$ cat src/rtl/stepper_phase_decoder.sv
// stepper_phase_decoder
//   Decodes 4-wire stepper coil phase patterns {b2,b1,a2,a1} back into a signed step
//   position and a signed step period (clocks between the last two same-direction steps).
//   Inputs pass through a 2-FF synchronizer and a debounce counter; each stable pattern
//   is accepted once and fed to a two-state (IDLE/TRACK) tracker.
//
// Parameters
//   STEPTYPE    0=WAVE, 1=FULL (phase-index advance 2), 2=HALF (advance 1)
//   DEBOUNCE    cycles a synchronized pattern must stay stable before acceptance (>=1)
//   PERIOD_MAX  period counter saturation; reaching it means "stopped"
//
// Ports
//   clk          system clock
//   rst          asynchronous reset, active-high
//   enable       decoder enable; when low the tracker idles and period is forced to 0
//   a1,a2,b1,b2  coil phase inputs, asynchronous to clk
//   clear_error  clears the sticky error flag (a simultaneous new error wins)
//   position     signed step count, wraps two's-complement
//   period       signed clocks between last two same-direction steps (+fwd, -rev, 0 stopped)
//   direction    1 = last step was forward
//   step_pulse   one-cycle strobe per decoded step
//   error        sticky illegal-transition flag
module stepper_phase_decoder #(
    parameter int unsigned STEPTYPE   = 1,
    parameter int unsigned DEBOUNCE   = 4,
    parameter int unsigned PERIOD_MAX = 50000000
) (
    input  logic        clk,
    input  logic        rst,
    input  logic        enable,
    input  logic        a1,
    input  logic        a2,
    input  logic        b1,
    input  logic        b2,
    input  logic        clear_error,
    output logic [31:0] position,
    output logic [31:0] period,
    output logic        direction,
    output logic        step_pulse,
    output logic        error
);

    localparam int unsigned    DbW       = $clog2(DEBOUNCE + 2);
    localparam logic [DbW-1:0] DbAccept  = DbW'(DEBOUNCE);
    localparam logic [DbW-1:0] DbDone    = DbW'(DEBOUNCE + 1);
    localparam logic [2:0]     AdvFwd    = (STEPTYPE == 2) ? 3'd1 : 3'd2;
    localparam logic [2:0]     AdvRev    = 3'd0 - AdvFwd;
    localparam logic [31:0]    PeriodMax = 32'(PERIOD_MAX);

    typedef enum logic {StIdle, StTrack} state_e;

    // {valid, index}; 0000 and any pattern outside the table return invalid
    function automatic logic [3:0] phase_lookup(input logic [3:0] p);
        logic [3:0] r;
        case (p)
            4'b1000: r = {1'b1, 3'd0};
            4'b1100: r = {1'b1, 3'd1};
            4'b0100: r = {1'b1, 3'd2};
            4'b0110: r = {1'b1, 3'd3};
            4'b0010: r = {1'b1, 3'd4};
            4'b0011: r = {1'b1, 3'd5};
            4'b0001: r = {1'b1, 3'd6};
            4'b1001: r = {1'b1, 3'd7};
            default: r = 4'b0000;
        endcase
        return r;
    endfunction

    logic [3:0]     sync1_q, sync2_q, stab_q;
    logic [DbW-1:0] db_cnt_q, db_cnt_d;
    logic           accept;

    state_e         state_q, state_d;
    logic [2:0]     ref_q, ref_d;
    logic           have_prev_q, have_prev_d;
    logic [31:0]    position_q, position_d;
    logic [31:0]    period_q, period_d;
    logic [31:0]    pcnt_q, pcnt_d;
    logic           direction_q, direction_d;
    logic           step_pulse_q, step_pulse_d;
    logic           error_q, error_d;

    logic [3:0]     lu;
    logic           pat_valid, pat_idle;
    logic [2:0]     pat_idx, delta;
    logic           step_fwd, step_rev, err_set;
    logic [31:0]    elapsed;

    assign lu        = phase_lookup(stab_q);
    assign pat_valid = lu[3];
    assign pat_idx   = lu[2:0];
    assign pat_idle  = (stab_q == 4'b0000);
    assign delta     = pat_idx - ref_q;
    // Clocks since the previous step, counting the current edge
    assign elapsed   = pcnt_q + 32'd1;

    // Debounce: the count restarts on every change of the synchronized pattern and
    // parks one past the acceptance value so each stable pattern is accepted once.
    always_comb begin
        db_cnt_d = db_cnt_q;
        accept   = 1'b0;
        if (sync2_q != stab_q) begin
            db_cnt_d = DbW'(1);
        end else begin
            if (db_cnt_q != DbDone) begin
                db_cnt_d = db_cnt_q + DbW'(1);
            end
            accept = (db_cnt_q == DbAccept);
        end
    end

    // Tracker next-state
    always_comb begin
        state_d     = state_q;
        ref_d       = ref_q;
        have_prev_d = have_prev_q;
        step_fwd    = 1'b0;
        step_rev    = 1'b0;
        err_set     = 1'b0;
        if (enable && accept) begin
            case (state_q)
                StIdle: begin
                    if (pat_valid) begin
                        ref_d   = pat_idx;
                        state_d = StTrack;
                    end else if (!pat_idle) begin
                        err_set = 1'b1;
                    end
                end
                StTrack: begin
                    if (pat_valid) begin
                        ref_d = pat_idx;
                        if (delta == AdvFwd) begin
                            step_fwd    = 1'b1;
                            have_prev_d = 1'b1;
                        end else if (delta == AdvRev) begin
                            step_rev    = 1'b1;
                            have_prev_d = 1'b1;
                        end else if (delta != 3'd0) begin
                            // includes the ambiguous half-turn jump in FULL/WAVE
                            err_set = 1'b1;
                        end
                    end else begin
                        state_d     = StIdle;
                        have_prev_d = 1'b0;
                        err_set     = !pat_idle;
                    end
                end
                default: state_d = StIdle;
            endcase
        end
        if (!enable) begin
            state_d     = StIdle;
            have_prev_d = 1'b0;
        end
    end

    // Position / period / flags next-state
    always_comb begin
        position_d   = position_q;
        direction_d  = direction_q;
        step_pulse_d = step_fwd | step_rev;
        period_d     = period_q;
        pcnt_d       = (pcnt_q == PeriodMax) ? pcnt_q : pcnt_q + 32'd1;
        if (pcnt_d == PeriodMax) begin
            period_d = '0;
        end
        if (step_fwd || step_rev) begin
            position_d  = step_fwd ? position_q + 32'd1 : position_q - 32'd1;
            direction_d = step_fwd;
            pcnt_d      = '0;
            if (have_prev_q && (direction_q == step_fwd) && (pcnt_q < PeriodMax - 32'd1)) begin
                period_d = step_fwd ? elapsed : 32'd0 - elapsed;
            end else begin
                period_d = '0;
            end
        end
        if (!enable) begin
            period_d = '0;
            pcnt_d   = '0;
        end
        error_d = err_set | (error_q & ~clear_error);
    end

    always_ff @(posedge clk or posedge rst) begin
        if (rst) begin
            sync1_q      <= '0;
            sync2_q      <= '0;
            stab_q       <= '0;
            db_cnt_q     <= '0;
            state_q      <= StIdle;
            ref_q        <= '0;
            have_prev_q  <= 1'b0;
            position_q   <= '0;
            period_q     <= '0;
            pcnt_q       <= '0;
            direction_q  <= 1'b0;
            step_pulse_q <= 1'b0;
            error_q      <= 1'b0;
        end else begin
            sync1_q      <= {b2, b1, a2, a1};
            sync2_q      <= sync1_q;
            stab_q       <= sync2_q;
            db_cnt_q     <= db_cnt_d;
            state_q      <= state_d;
            ref_q        <= ref_d;
            have_prev_q  <= have_prev_d;
            position_q   <= position_d;
            period_q     <= period_d;
            pcnt_q       <= pcnt_d;
            direction_q  <= direction_d;
            step_pulse_q <= step_pulse_d;
            error_q      <= error_d;
        end
    end

    assign position   = position_q;
    assign period     = period_q;
    assign direction  = direction_q;
    assign step_pulse = step_pulse_q;
    assign error      = error_q;

endmodule

$ cat config.mk
export PLATFORM = sky130hd
export DESIGN_NAME = stepper_phase_decoder
export DESIGN_NICKNAME = d
export VERILOG_FILES = /design/src/rtl/stepper_phase_decoder.sv
export SDC_FILE = /design/constraint.sdc
export NUM_CORES = 1
export LEC_CHECK = 0
export CAP_MARGIN = 20
export CORE_UTILIZATION = 62
export DETAILED_ROUTE_END_ITERATION = 16
export PLACE_DENSITY_LB_ADDON = 0.08
export SETUP_SLACK_MARGIN = 0.5
export SLEW_MARGIN = 20
export SYNTH_ARGS = -nofsm -noshare
export SYNTH_HDL_FRONTEND = slang
export SYNTH_SLANG_ARGS = --single-unit
$ cat constraint.sdc
create_clock -name clk -period 8.4 [get_ports clk]
set_input_delay 1.68 -clock clk [delete_from_list [all_inputs] [get_ports clk]]
set_output_delay 1.68 -clock clk [all_outputs]
set_load 0.03 [all_outputs]
Word level (Yosys, flattened, before mapping)

Memory sizes are Yosys's and may differ from the RTL's.
Cells that the tools add are included.

Bits in read-only memories: 64
Bits in registers: 119
Input bits: 8
Memories: 1
Output and inout port bits: 67
Logic and storage cells: 87

Add/sub/neg operators: 6
Eq/ne operators: 12
Order comparisons: 1
Reduce and logical (&&, ||, !) cells: 10
Muxes and demuxes: 39
Bitwise gates (word level): 5

Memories:

| memory           | words | bits a word | rd ports | clocked after Yosys merged registers in | wr ports | RTL line | text |
|---|---|---|---|---|---|---|---|
| (name not given) | 16    | 4           | 1        | 0                                       | 0        | 55       | `case (p)` |

Operators with widths:

| kind                                                                           | number |
|---|---|
| 32-bit 2-to-1 mux                                                              | 9 |
| 32-bit by 1-bit adder with 32-bit output, second input constant                | 2 |
| 32-bit by 26-bit equality test with 1-bit output, second input constant        | 2 |
| 32-bit by 26-bit less-than comparator with 1-bit output, second input constant | 1 |
| 1-bit by 32-bit subtractor with 32-bit output, first input constant            | 1 |
| 32-bit by 1-bit subtractor with 32-bit output, second input constant           | 1 |
| 1-bit 2-to-1 mux                                                               | 26 |
| 3-bit 2-to-1 mux                                                               | 3 |
| 3-bit equality test, second input constant                                     | 2 |
| 4-bit logical NOT                                                              | 1 |
| 2-bit by 1-bit inequality test with 1-bit output, second input constant        | 2 |
| 4-bit by 2-bit inequality test with 1-bit output, second input constant        | 1 |
| 4-bit inequality test                                                          | 1 |
| 3-bit by 1-bit adder with 3-bit output, second input constant                  | 1 |
| 3-bit by 2-bit equality test with 1-bit output, second input constant          | 1 |
| 1-bit logical AND                                                              | 3 |
| 3-bit by 1-bit inequality test with 1-bit output, second input constant        | 1 |
| 3-bit inequality test, second input constant                                   | 1 |
| 3-bit AND reduction                                                            | 1 |
| 3-bit nonzero test                                                             | 1 |
| 3-bit subtractor                                                               | 1 |
| 1-bit NOT                                                                      | 2 |
| 1-bit bitwise OR                                                               | 2 |
| 1-bit one-hot mux with 2 select lines                                          | 1 |
| 6 further kinds                                                                | 6 |

Depth between registers and ports, before layout

An unclocked memory read counts as a cell.

Word-level depth: 13
Gate-level depth with buffers: 22
Gate-level depth less buffers: 19

Worst setup path after synthesis

Ideal clock, no wire load.

Path type: input -> register
Start point: input enable
End point: register position_q[31], in the netlist position[31]
Buffers on the path: 2
Setup slack: 2.576 ns
Stages: 17
Required time: 8.304 ns
Arrival: 5.728 ns
Setup time: 0.096 ns
Path through: o41ai_1 a221o_1 or3_1 buf_2 inv_1 nand2_1 clkbuf_1 ha_1 a21o_1 a221oi_1 o21ai_0 or3_1 a41oi_1 o21ai_0 and4_1 or3_1 o31ai_1

Word-level cells in the longest chain between the ends: 3
Elaborated cells between the ends (all ways): 5
Those cells by class: mux: 3; reduce/logical: 2

RTL lines:

| element                                               | RTL line | text |
|---|---|---|
| from (decl)                                           | 30       | `input logic enable,` |
| 1-bit logical AND *                                   | 120      | `if (enable && accept) begin` |
| 1-bit 2-to-1 mux                                      | 120      |  |
| 32-bit 2-to-1 mux or 1-bit logical OR (tied branches) | 169, 168 |  |
| to (signal assigned)                                  | 208      | `position_q <= position_d;` |
| to (decl)                                             | 76       | `logic [31:0] position_q, position_d;` |

Every way passes the cells marked *; elsewhere a longest branch is shown, timed or not.
A chain may end at the register's enable or synchronous reset.

Final worst setup path

Start point: input enable
End point: register position_q[24], in the netlist position[24]

The elaborated chain is that of the path after synthesis.

==> impl_summary.txt <==
----------------------------------------------------
[Run status]
  Result of the run ... finished with violations
  Violations in the final reports ... design-rule violations

[Worst setup path]
  Required time at the worst-slack endpoint ... just under 9 ns
  Endpoint of the worst-slack reg-to-reg timing path ... position[24]$_DFFE_PP0P_
  Worst r2r src ... stab_q[1]$_DFF_PP0_
  R2R depth ... 19
  Flop-to-flop setup slack ... 1.89 ns
  CP Launch Type ... input pin
  WS Path Type ... input pin to flip-flop
  Arrival time of the worst setup path ... 7.28 ns
  CP max FO ... 23
  Critical path capture point type ... flip-flop

[Clock network]
  CTS tree ... yes
  Clock root buffer master ... sky130_fd_sc_hd__clkbuf_16
  H-tree depth ... 4
  Worst-path clk slew ... 0.06 ns
  CTS-repair resized insts ... 0
  Total CTS buffers ... 17
  Largest buffer count on any clock path ... 2
  Post-CTS setup buffer count ... 0
  Hold Buf Count CTS ... 0
  Number of clock sinks ... 119
  Clock Latency Late Sink ... approximately 0.42 ns

[Floorplanning]
  Num ports ... 75
  Total Die Area ... about 13000 sq um
  Row Count ... 39
  Core Region ... roughly 12000 sq um
  Chip width ... between 100 and 150 um
  Die Ht ... ~110 um
  Starting Density ... between 60% and 70%

[Synthesis]
  Unique cell type count in the Yosys netlist ... between 70 and 80
  Count of flip-flops with a built-in enable after synthesis ... 0
  Warning count from the yosys run ... 0
  Mean instance size in the synthesized netlist ... roughly 9.4 sq um
  Async S/R FF share, synth ... 100%
  Post-synthesis instance area ... 7480 sq um
  Cells after synthesis ... about 800
  Portion of the post-synthesis area used by sequential elements ... between 30% and 40%
  Synth Flop Type ... sky130_fd_sc_hd__dfrtp_1
  Syn Nets ... roughly 840
  Flops & latches, synth ... between 100 and 150

[Hold path]
  Worst min-delay path endpoint ... sync2_q[1]$_DFF_PP0_
  Hold Path Class ... flip-flop to flip-flop
  Hold wc startpoint ... sync1_q[1]$_DFF_PP0_
  Hold depth ... 0

[Pwr]
  Part of the total power dissipated in combinational logic ... ~4.8%
  Worst supply voltage drop on vdd ... about 0.17 mV
  Relative contribution of the clock network to total power ... a little over half
  Power consumption ... about 1.4 mW
  Net switching power ... ~330 uW
  Internal power ... roughly 1.1 mW
  P_leak ... between 3 and 4 nW
  Part of the power in registers ... slightly above 40%
  Power density over cell area ... roughly 160 nW/um^2
  Share of total power consumed by net switching ... 22.9%

[Finish]
  Proportion of layout cells with a drive suffix above 1 ... 7.54%
  Top library cells by usage in the layout, fill and taps aside ... 119 x sky130_fd_sc_hd__dfrtp_1, 79 x sky130_fd_sc_hd__nand2_1, 74 x sky130_fd_sc_hd__clkdlybuf4s50_1
  Antenna cells ... 0
  P&R area growth vs syn ... 19.1%
  Post-route non-filler standard cell count ... approximately 1000
  Number of nets in the layout ... between 900 and 1000
  Commonest non-fill, non-tap cell in the layout ... sky130_fd_sc_hd__dfrtp_1

[Timing]
  Transition at the pin with the smallest max-transition slack ... approximately 0.96 ns
  Setup repair after global routing missed its margin ... false
  Relative slew slack ... 35.8%
  Final worst clock skew ... just over 0.008 ns
  Period Utilization, post-route ... roughly 83%
  Final critical delay including setup and external delays ... 6.98 ns
  Finish-stage setup viols ... 0
  Pins Over Slew Limit ... 0
  Hold Violations, Final ... 0
  Total negative slack for setup checks ... 0 ns
  Achievable clock frequency ... around 140 MHz

[Drt]
  Detailed-routing iteration count for the pre-antenna-repair pass ... 11
  Post-DR wirelength/cell ... roughly 18 um
  Number of nets with antenna violations after routing ... 0
  Vias ... between 6000 and 7000
  Total length of routed wires ... approximately 19000 um
  Number of DRC violations after detailed routing ... 3
  Initial detailed-routing violation count ... around 410
  Ratio of routed vias to standard cells ... about 6.2

[GRT]
  Total global-route track usage ... 31.1%
  Via count of the first global-routing pass ... between 6000 and 7000
  Antenna violations before repair ... 0
  GR Overflow Total ... 0
  Pin count of the biggest net entering global routing ... just over 80
  Global-route wire length before repair ... between 30000 and 40000 um

[Flow run]
  Max cap viols ... 0

[Place]
  Detailed placement HPWL ... between 10000 and 15000 um
  Final weighted congestion of routability-driven global placement ... around 0.94
  Buffers on Ports ... between 70 and 80
  Cell total after placement ... approximately 990

----------------------------------------------------
[worst max path at each step]
stage	startpoint	endpoint	slack, ns	depth (start not counted)
floorplan	enable	position[31]$_DFFE_PP0P_	2.58	17
global placement	enable	position[24]$_DFFE_PP0P_	1.36	17
detailed placement	enable	position[24]$_DFFE_PP0P_	1.07	17
CTS	enable	position[24]$_DFFE_PP0P_	1.51	17
global route	enable	position[24]$_DFFE_PP0P_	1.03	17
finish	enable	position[24]$_DFFE_PP0P_	1.42	17
[per-layer routing]
metal	wire, um	part of all wire (%)	global-route usage [%]	up-vias
li1	-	-	-	2996
met1	8290	45	41.8	3094
met2	8940	48	49.3	235
met3	981	5.3	6.59	28
met4	332	1.8	12.1	0
met5	0	0	0	-
[sequential cells by signal (all words and copies together) (netlist names)]
register	flops
sync1_q	4
period	32
state_q	1
step_pulse	1
direction	1
db_cnt_q	3
ref_q	3
sync2_q	4
error	1
stab_q	4
pcnt_q	32
position	32
have_prev_q	1
[power groups by stage]
stage	combinational, mW	sequential, mW	clock (mW)
after global placement	0.0652	0.595	0
final	0.0687	0.585	0.772
after global routing	0.0761	0.586	0.802
after floorplan	0.0545	0.591	0
after CTS	0.0688	0.585	0.778
after detailed placement	0.0673	0.595	0
[kinds of logic (layout without fill, tap and decap cells)]
family | Yosys count | count (layout) | synth area share (%)
muxes | 7 | 7 | 0.986
and+or+nand+nor | 285 | 285 | 20.1
adders and majority gates | 38 | 38 | 6.55
xor gates and xnor gates | 96 | 96 | 11.2
DFF | 119 | 119 | 39.8
AOI/OAI and AO/OA | 195 | 195 | 17.9
buffers and inverters | 56 | 135 | 3.48
[cell type report]
type	count	area, sq um
Multi-Input combinational cell	621	4250
Sequential cell	119	2980
Fill cell	813	2700
Timing Repair Buffer	80	790
Clock buffer	17	425
Clock inverter	14	200
Tap cell	143	179
Inverter	24	92.6
[stage by stage]
stage          utilization [%]  area [sq um]  setup WS, ns  hold slack [ns]
2_1_floorplan                -          7480          2.58            0.331
5_1_grt                   76.7          8910          1.03            0.359
6_report                  76.7          8910          1.42            0.354
3_3_place_gp              71.3          8280          1.36            0.335
4_1_cts                   76.7          8910          1.51            0.359
3_5_place_dp              71.3          8280          1.07            0.346
[cell usage after synthesis, types with 6 or more instances]
master | number | area share, %
sky130_fd_sc_hd__inv_1 | 22 | 1.1
sky130_fd_sc_hd__nand4_1 | 17 | 1.4
sky130_fd_sc_hd__o21a_1 | 7 | 0.70
sky130_fd_sc_hd__nor2_1 | 71 | 3.6
sky130_fd_sc_hd__xnor2_1 | 51 | 6.0
sky130_fd_sc_hd__nor2b_1 | 9 | 0.75
sky130_fd_sc_hd__nand3_1 | 23 | 1.5
sky130_fd_sc_hd__a31oi_1 | 15 | 1.3
sky130_fd_sc_hd__and4_1 | 6 | 0.70
sky130_fd_sc_hd__a21o_1 | 15 | 1.5
sky130_fd_sc_hd__nand2_1 | 79 | 4.0
sky130_fd_sc_hd__xor2_1 | 45 | 5.3
sky130_fd_sc_hd__dfrtp_1 | 119 | 40
sky130_fd_sc_hd__buf_2 | 13 | 0.87
sky130_fd_sc_hd__a211oi_1 | 7 | 0.70
sky130_fd_sc_hd__o21ai_0 | 49 | 3.3
sky130_fd_sc_hd__or3_1 | 6 | 0.50
sky130_fd_sc_hd__clkbuf_1 | 14 | 0.70
sky130_fd_sc_hd__and3_1 | 12 | 1.0
sky130_fd_sc_hd__a22o_1 | 24 | 2.8
sky130_fd_sc_hd__nor3_1 | 16 | 1.1
sky130_fd_sc_hd__ha_1 | 36 | 6.0
sky130_fd_sc_hd__and2_1 | 11 | 0.92
sky130_fd_sc_hd__a21oi_1 | 34 | 2.3
[critical path: stages]
cell and delay, ns:
sky130_fd_sc_hd__clkdlybuf4s50_1 0.50, sky130_fd_sc_hd__o41ai_1 0.13, sky130_fd_sc_hd__a221o_1 0.27, sky130_fd_sc_hd__or3_1 0.41
sky130_fd_sc_hd__inv_1 0.15, sky130_fd_sc_hd__nand2_1 0.73, sky130_fd_sc_hd__clkinv_1 0.83, sky130_fd_sc_hd__fa_1 0.66
sky130_fd_sc_hd__nor2b_1 0.17, sky130_fd_sc_hd__o31ai_1 0.10, sky130_fd_sc_hd__a21oi_1 0.35, sky130_fd_sc_hd__a31oi_1 0.21
sky130_fd_sc_hd__o21ai_0 0.31, sky130_fd_sc_hd__nand2_1 0.14, sky130_fd_sc_hd__o21ai_0 0.26, sky130_fd_sc_hd__xnor2_1 0.10
sky130_fd_sc_hd__mux2_2 0.27
Note: power is estimated with default switching activity, not from simulation.
